`config.mk`:
```
export PLATFORM = sky130hd
export DESIGN_NAME = alu_result_queue
export DESIGN_NICKNAME = d
export VERILOG_FILES = /design/src/rtl/alu_pkg.sv /design/src/rtl/alu_result_sanitize.sv /design/src/rtl/alu_result_queue.sv
export SDC_FILE = /design/constraint.sdc
export NUM_CORES = 1
export LEC_CHECK = 0
export CAP_MARGIN = 10
export CORE_MARGIN = 1.5
export CORE_UTILIZATION = 58
export CTS_CLUSTER_SIZE = 30
export DETAILED_ROUTE_END_ITERATION = 7
export MAX_ROUTING_LAYER = met4
export PLACE_DENSITY = 0.95
export SYNTH_ARGS = -nofsm -noshare
export SYNTH_HDL_FRONTEND = slang
export SYNTH_SLANG_ARGS = --single-unit
```
`constraint.sdc`:
```
create_clock -name clk -period 6.9 [get_ports clk]
set_input_delay 1.38 -clock clk [delete_from_list [all_inputs] [get_ports clk]]
set_output_delay 1.38 -clock clk [all_outputs]
set_load 0.01 [all_outputs]
```
`src/rtl/alu_pkg.sv`:
```
// Shared ALU opcode, flag-index and queue-entry definitions.
package alu_pkg;

  localparam logic [2:0] OP_ADD  = 3'b000;
  localparam logic [2:0] OP_SUB  = 3'b001;
  localparam logic [2:0] OP_MUL  = 3'b010;
  localparam logic [2:0] OP_DIV  = 3'b011;
  localparam logic [2:0] OP_OR   = 3'b100;
  localparam logic [2:0] OP_AND  = 3'b101;
  localparam logic [2:0] OP_NOT1 = 3'b110;
  localparam logic [2:0] OP_NOT2 = 3'b111;

  localparam int FLAG_Z  = 0;
  localparam int FLAG_N  = 1;
  localparam int FLAG_DZ = 2;

  typedef struct packed {
    logic [2:0]  opcode;
    logic [31:0] result;
    logic [2:0]  flags;
  } alu_entry_t;

endpackage

```
`src/rtl/alu_result_sanitize.sv`:
```
// Combinational result clean-up and {dz, n, z} flag derivation.
module alu_result_sanitize
  import alu_pkg::*;
(
  input  logic [2:0]  opcode,
  input  logic [15:0] inp2,
  input  logic [31:0] result,
  output logic [31:0] san_result,
  output logic [2:0]  flags
);

  // Only the low 15 bits of the divisor select divide-by-zero.
  logic unused_inp2_msb;
  assign unused_inp2_msb = inp2[15];

  logic div_zero;
  assign div_zero = (opcode == OP_DIV) &&
                    (inp2[14:0] == 15'd0);

  always_comb begin
    san_result = result;
    flags      = '0;
    unique case (1'b1)
      opcode[2]: san_result[31:16] = '0;
      div_zero: begin
        san_result     = '0;
        flags[FLAG_DZ] = 1'b1;
      end
      default: ;
    endcase
    if (opcode[2]) begin
      flags[FLAG_Z] = (san_result[15:0] == 16'd0);
      flags[FLAG_N] = san_result[15];
    end else begin
      flags[FLAG_Z] = (san_result == 32'd0);
      flags[FLAG_N] = san_result[31];
    end
  end

endmodule

```
`src/rtl/alu_result_queue.sv`:
```
// Registered FIFO stage behind the 16-bit ALU with valid/ready handshake.
// Optional empty-queue bypass: define ALU_RESULT_QUEUE_BYPASS_EN.
module alu_result_queue
  import alu_pkg::*;
#(
  parameter int DEPTH = 4
) (
  input  logic                       clk,
  input  logic                       rst,
  input  logic                       in_valid,
  output logic                       in_ready,
  input  logic [2:0]                 in_opcode,
  input  logic [15:0]                in_inp2,
  input  logic [31:0]                in_result,
  output logic                       out_valid,
  input  logic                       out_ready,
  output logic [2:0]                 out_opcode,
  output logic [31:0]                out_result,
  output logic [2:0]                 out_flags,
  output logic [$clog2(DEPTH):0]     count
);

  localparam int PTR_W = $clog2(DEPTH);
  localparam int CNT_W = PTR_W + 1;

  alu_entry_t       mem [DEPTH];
  alu_entry_t       in_entry;
  alu_entry_t       head;
  logic [PTR_W-1:0] wr_ptr;
  logic [PTR_W-1:0] rd_ptr;
  logic [CNT_W-1:0] count_q;
  logic [31:0]      san_result;
  logic [2:0]       san_flags;
  logic             full;
  logic             empty;
  logic             bypass;
  logic             push;
  logic             pop;

  alu_result_sanitize u_sanitize (
    .opcode     (in_opcode),
    .inp2       (in_inp2),
    .result     (in_result),
    .san_result (san_result),
    .flags      (san_flags)
  );

  assign in_entry = '{
    opcode: in_opcode,
    result: san_result,
    flags:  san_flags
  };

  assign full     = (count_q == CNT_W'(DEPTH));
  assign empty    = (count_q == '0);
  assign in_ready = !full;
  assign count    = count_q;

`ifdef ALU_RESULT_QUEUE_BYPASS_EN
  assign bypass    = empty && in_valid && out_ready;
  assign out_valid = !empty || bypass;
  assign head      = bypass ? in_entry : mem[rd_ptr];
`else
  assign bypass    = 1'b0;
  assign out_valid = !empty;
  assign head      = mem[rd_ptr];
`endif

  // A bypassed entry is consumed directly and never touches storage.
  assign push = in_valid && in_ready && !bypass;
  assign pop  = out_valid && out_ready && !bypass;

  assign out_opcode = head.opcode;
  assign out_result = head.result;
  assign out_flags  = head.flags;

  always_ff @(posedge clk) begin
    if (rst) begin
      wr_ptr  <= '0;
      rd_ptr  <= '0;
      count_q <= '0;
    end else begin
      if (push) wr_ptr <= wr_ptr + 1'b1;
      if (pop)  rd_ptr <= rd_ptr + 1'b1;
      unique case ({push, pop})
        2'b10:   count_q <= count_q + 1'b1;
        2'b01:   count_q <= count_q - 1'b1;
        default: count_q <= count_q;
      endcase
    end
  end

  always_ff @(posedge clk) begin
    if (!rst && push) mem[wr_ptr] <= in_entry;
  end

endmodule

```
==> reports/metrics.json <==
{
  "synth.top_cell.area_share": {"value": 72.3, "unit": "%"},
  "pin_count": {"value": 98},
  "dr.pass1.iters": {"value": 4},
  "class_of_the_tightest_hold_or_removal_check": {"value": "register to register"},
  "combinational_family_with_the_most_area_after_synthesis": {"value": "multiplexers"},
  "seq_area_frac_synth": {"value": 75.1, "unit": "%"},
  "outcome": {"value": "complete, no violations"},
  "ir_drop": {"value": 0.000250, "unit": "V"},
  "root_buffer": {"value": "clkbuf_8"},
  "worst_slew_pin_slew": {"value": 1050, "unit": "ps"},
  "syn-mean-instance-area": {"value": 20.7, "unit": "um2"},
  "layout.nets": {"value": 469},
  "route.antenna.remaining_nets": {"value": 0},
  "slew-limit-headroom": {"value": 29.9, "unit": "%"},
  "antenna_cells": {"value": 0},
  "post_cts_buffers": {"value": 0},
  "post_cts_resized": {"value": 0},
  "die-width": {"value": 107, "unit": "um"},
  "power.share.clock": {"value": 30.6, "unit": "%"},
  "synth.top_cells.by_count": {"value": "edfxtp_1, mux4_2, nor3b_1, nor2b_1"},
  "detailroute.via_count": {"value": 3331},
  "portBuffers": {"value": 96},
  "synth-async-reset-ratio": {"value": 0, "unit": "%"},
  "synth_simple_gate_area_share": {"value": 6.95, "unit": "%"},
  "place.gp.congestion": {"value": 0.743},
  "rows": {"value": 37},
  "num-fill-cells": {"value": 598},
  "synth_cell_type_count": {"value": 33},
  "timing.critical_path.from_type": {"value": "register"},
  "die_area": {"value": 11500, "unit": "um2"},
  "post_synth_main_area_contributors": {"value": "edfxtp_1, mux4_2, dfxtp_1"},
  "yosysWarningCount": {"value": 0},
  "final_layout_size_suffix_gt1_share": {"value": 18.3, "unit": "%"},
  "synthesized_flop_and_latch_total": {"value": 161},
  "routed_via_density": {"value": 5.98},
  "cts-hold-fix-buffers": {"value": 0},
  "critical_path.max_fanout": {"value": 20},
  "worst_skew_pair.late_latency": {"value": 510, "unit": "ps"},
  "pwr-share-seq": {"value": 45.7, "unit": "%"},
  "holdWs": {"value": 496, "unit": "ps"},
  "post_synth_xor_area_fraction": {"value": 0.693, "unit": "%"},
  "dp_hpwl": {"value": 6980, "unit": "um"},
  "cts.htree.levels": {"value": 4},
  "worst_setup_hold_path_clk_slew": {"value": 60, "unit": "ps"},
  "synth_most_common_cell": {"value": "edfxtp_1"},
  "synth_compound_gate_area_share": {"value": 0.713, "unit": "%"},
  "max_cap_violations": {"value": 0},
  "via_count_of_the_first_global_routing_pass": {"value": 3605},
  "flow.area_growth_from_synthesis": {"value": 25.2, "unit": "%"},
  "yosys_top_cell_by_area": {"value": "edfxtp_1"},
  "grt_setup_unrepaired": {"value": "false"},
  "switching_share": {"value": 25.2, "unit": "%"},
  "yosys.area_share.adder": {"value": 1.31, "unit": "%"},
  "finalWorstPathRequiredPeriod": {"value": 4300, "unit": "ps"},
  "fin_setup_tns": {"value": 0, "unit": "ps"},
  "power.leakage": {"value": 2.53, "unit": "nW"},
  "global_route_wire_length_before_repair": {"value": 19100, "unit": "um"},
  "overflow": {"value": 0},
  "finalMaxSlewViolations": {"value": 0},
  "endpoint_kind": {"value": "output port"},
  "number_of_setup_violations_in_the_final_report": {"value": 0},
  "min_period_over_period": {"value": 62.3, "unit": "%"},
  "drcViolationCount": {"value": 0},
  "clk_path_buf_depth": {"value": 2},
  "drtIter0Drc": {"value": 150},
  "share_comb_of_total_power": {"value": 23.7, "unit": "%"},
  "post_synth_edffs": {"value": 152},
  "netlist_area": {"value": 6320, "unit": "um2"},
  "floorplan.initialDensity": {"value": 60.4, "unit": "%"},
  "worstPathRequired": {"value": 5520, "unit": "ps"},
  "tritoncts_clock_tree": {"value": "done"},
  "max_freq": {"value": 0.233, "unit": "GHz"},
  "inserted_clock_buffers": {"value": 17},
  "internal-power": {"value": 1.98, "unit": "mW"},
  "chipHeight": {"value": 107, "unit": "um"},
  "switching_power": {"value": 0.666, "unit": "mW"},
  "numClockSinks": {"value": 161},
  "netlist_instances": {"value": 305},
  "total_power": {"value": 2.65, "unit": "mW"},
  "synth.net_count": {"value": 366},
  "worstPathArrival": {"value": 2920, "unit": "ps"},
  "power_per_cell_area": {"value": 335, "unit": "nW/um2"},
  "hold_violations": {"value": 0},
  "yosys-mux-area-fraction": {"value": 13.7, "unit": "%"},
  "final_critical_path_setup_slack": {"value": 2600, "unit": "ps"},
  "worst-setup-path-type": {"value": "register to output port"},
  "grtUsageTotal": {"value": 23.8, "unit": "%"},
  "grt_start_max_net_pins": {"value": 39},
  "timing.clock.skew": {"value": 8.92, "unit": "ps"},
  "drt-total-wl": {"value": 12100, "unit": "um"},
  "wl_per_cell": {"value": 21.7, "unit": "um"},
  "fp.coreArea": {"value": 10500, "unit": "um2"},
  "detailedPlace.worstSlack": {"value": 3080, "unit": "ps"},
  "antenna_found_initial": {"value": 0},
  "synthFlopType": {"value": "edfxtp_1"}
}
cells in the final DEF, fill, tap and decap left out, types with 4 or more instances in the layout:
master,Yosys,layout
and2_2,0,4
clkbuf_1,5,4
clkbuf_16,0,17
clkdlybuf4s50_1,0,96
clkinv_2,0,5
dfxtp_1,9,7
edfxtp_1,152,152
ha_1,5,5
inv_1,5,5
inv_4,0,4
mux4_2,38,38
nor2_1,10,10
nor2b_1,15,15
nor3b_1,16,16
nor4_1,10,10
through the flow:
stage	util [%]	area [um2]	std cells
detailed placement	70.7	7390	525
finish	75.6	7910	557
global route	75.6	7910	557
floorplan	-	6320	305
global placement	70.7	7390	525
CTS	75.6	7910	557
flip-flops by register name, summed over array words and instances, names as in the netlist, named ones only:
register	count
rd_ptr	2
wr_ptr	2
mem	152
count	3
kinds of logic (layout without fill, tap and decap cells):
family,count (synthesis),after routing
xor+xnor,5,5
simple gates,68,68
flops,161,161
fa+ha+maj,6,6
compound gates,7,7
buf+inv,19,135
mux,39,39
final cells by class:
type                            instances  area (um2)  share of cell area (%)
Clock buffer                           22         454                    5.74
Inverter                                5        18.8                   0.237
Tap cell                              136         170                    2.15
Timing Repair Buffer                   98         976                    12.3
Sequential cell                       161        4750                    60.0
Multi-Input combinational cell        125        1480                    18.7
Clock inverter                         10        58.8                   0.744
worst max-delay path, cell delays in order, from the launching register on:
cell and delay, ps:
dfxtp_2 790, buf_4 480, mux4_2 580, clkdlybuf4s50_1 530
per-layer routing:
metal	wire (um)	GRT usage (%)
met5	0	-
met4	248	9.02
met3	695	5.02
met2	6560	40.3
met1	4590	28.4
worst paths after layout:
| path | startpoint | end | slack [ps] | cells after the start |
|---|---|---|---|---|
| worst max register to register | count[2]$_SDFFE_PP0P_ | count[2]$_SDFFE_PP0P_ | 4430 | 8 |
| worst min register to register | wr_ptr[1]$_SDFFE_PP0P_ | wr_ptr[1]$_SDFFE_PP0P_ | 500 | 2 |
| worst max-delay path | register | out_result[17] | 2600 | 3 |
| worst min-delay path | wr_ptr[1]$_SDFFE_PP0P_ | wr_ptr[1]$_SDFFE_PP0P_ | 500 | 2 |
power groups by stage:
stage | clock [mW] | combinational, mW | sequential (mW)
6_report | 0.809 | 0.627 | 1.21
3_5_place_dp | 0 | 0.625 | 1.23
3_3_place_gp | 0 | 0.610 | 1.23
2_1_floorplan | 0 | 0.377 | 1.18
5_1_grt | 0.852 | 0.669 | 1.22
4_1_cts | 0.819 | 0.633 | 1.22
Power figures use the tool's default switching activity.
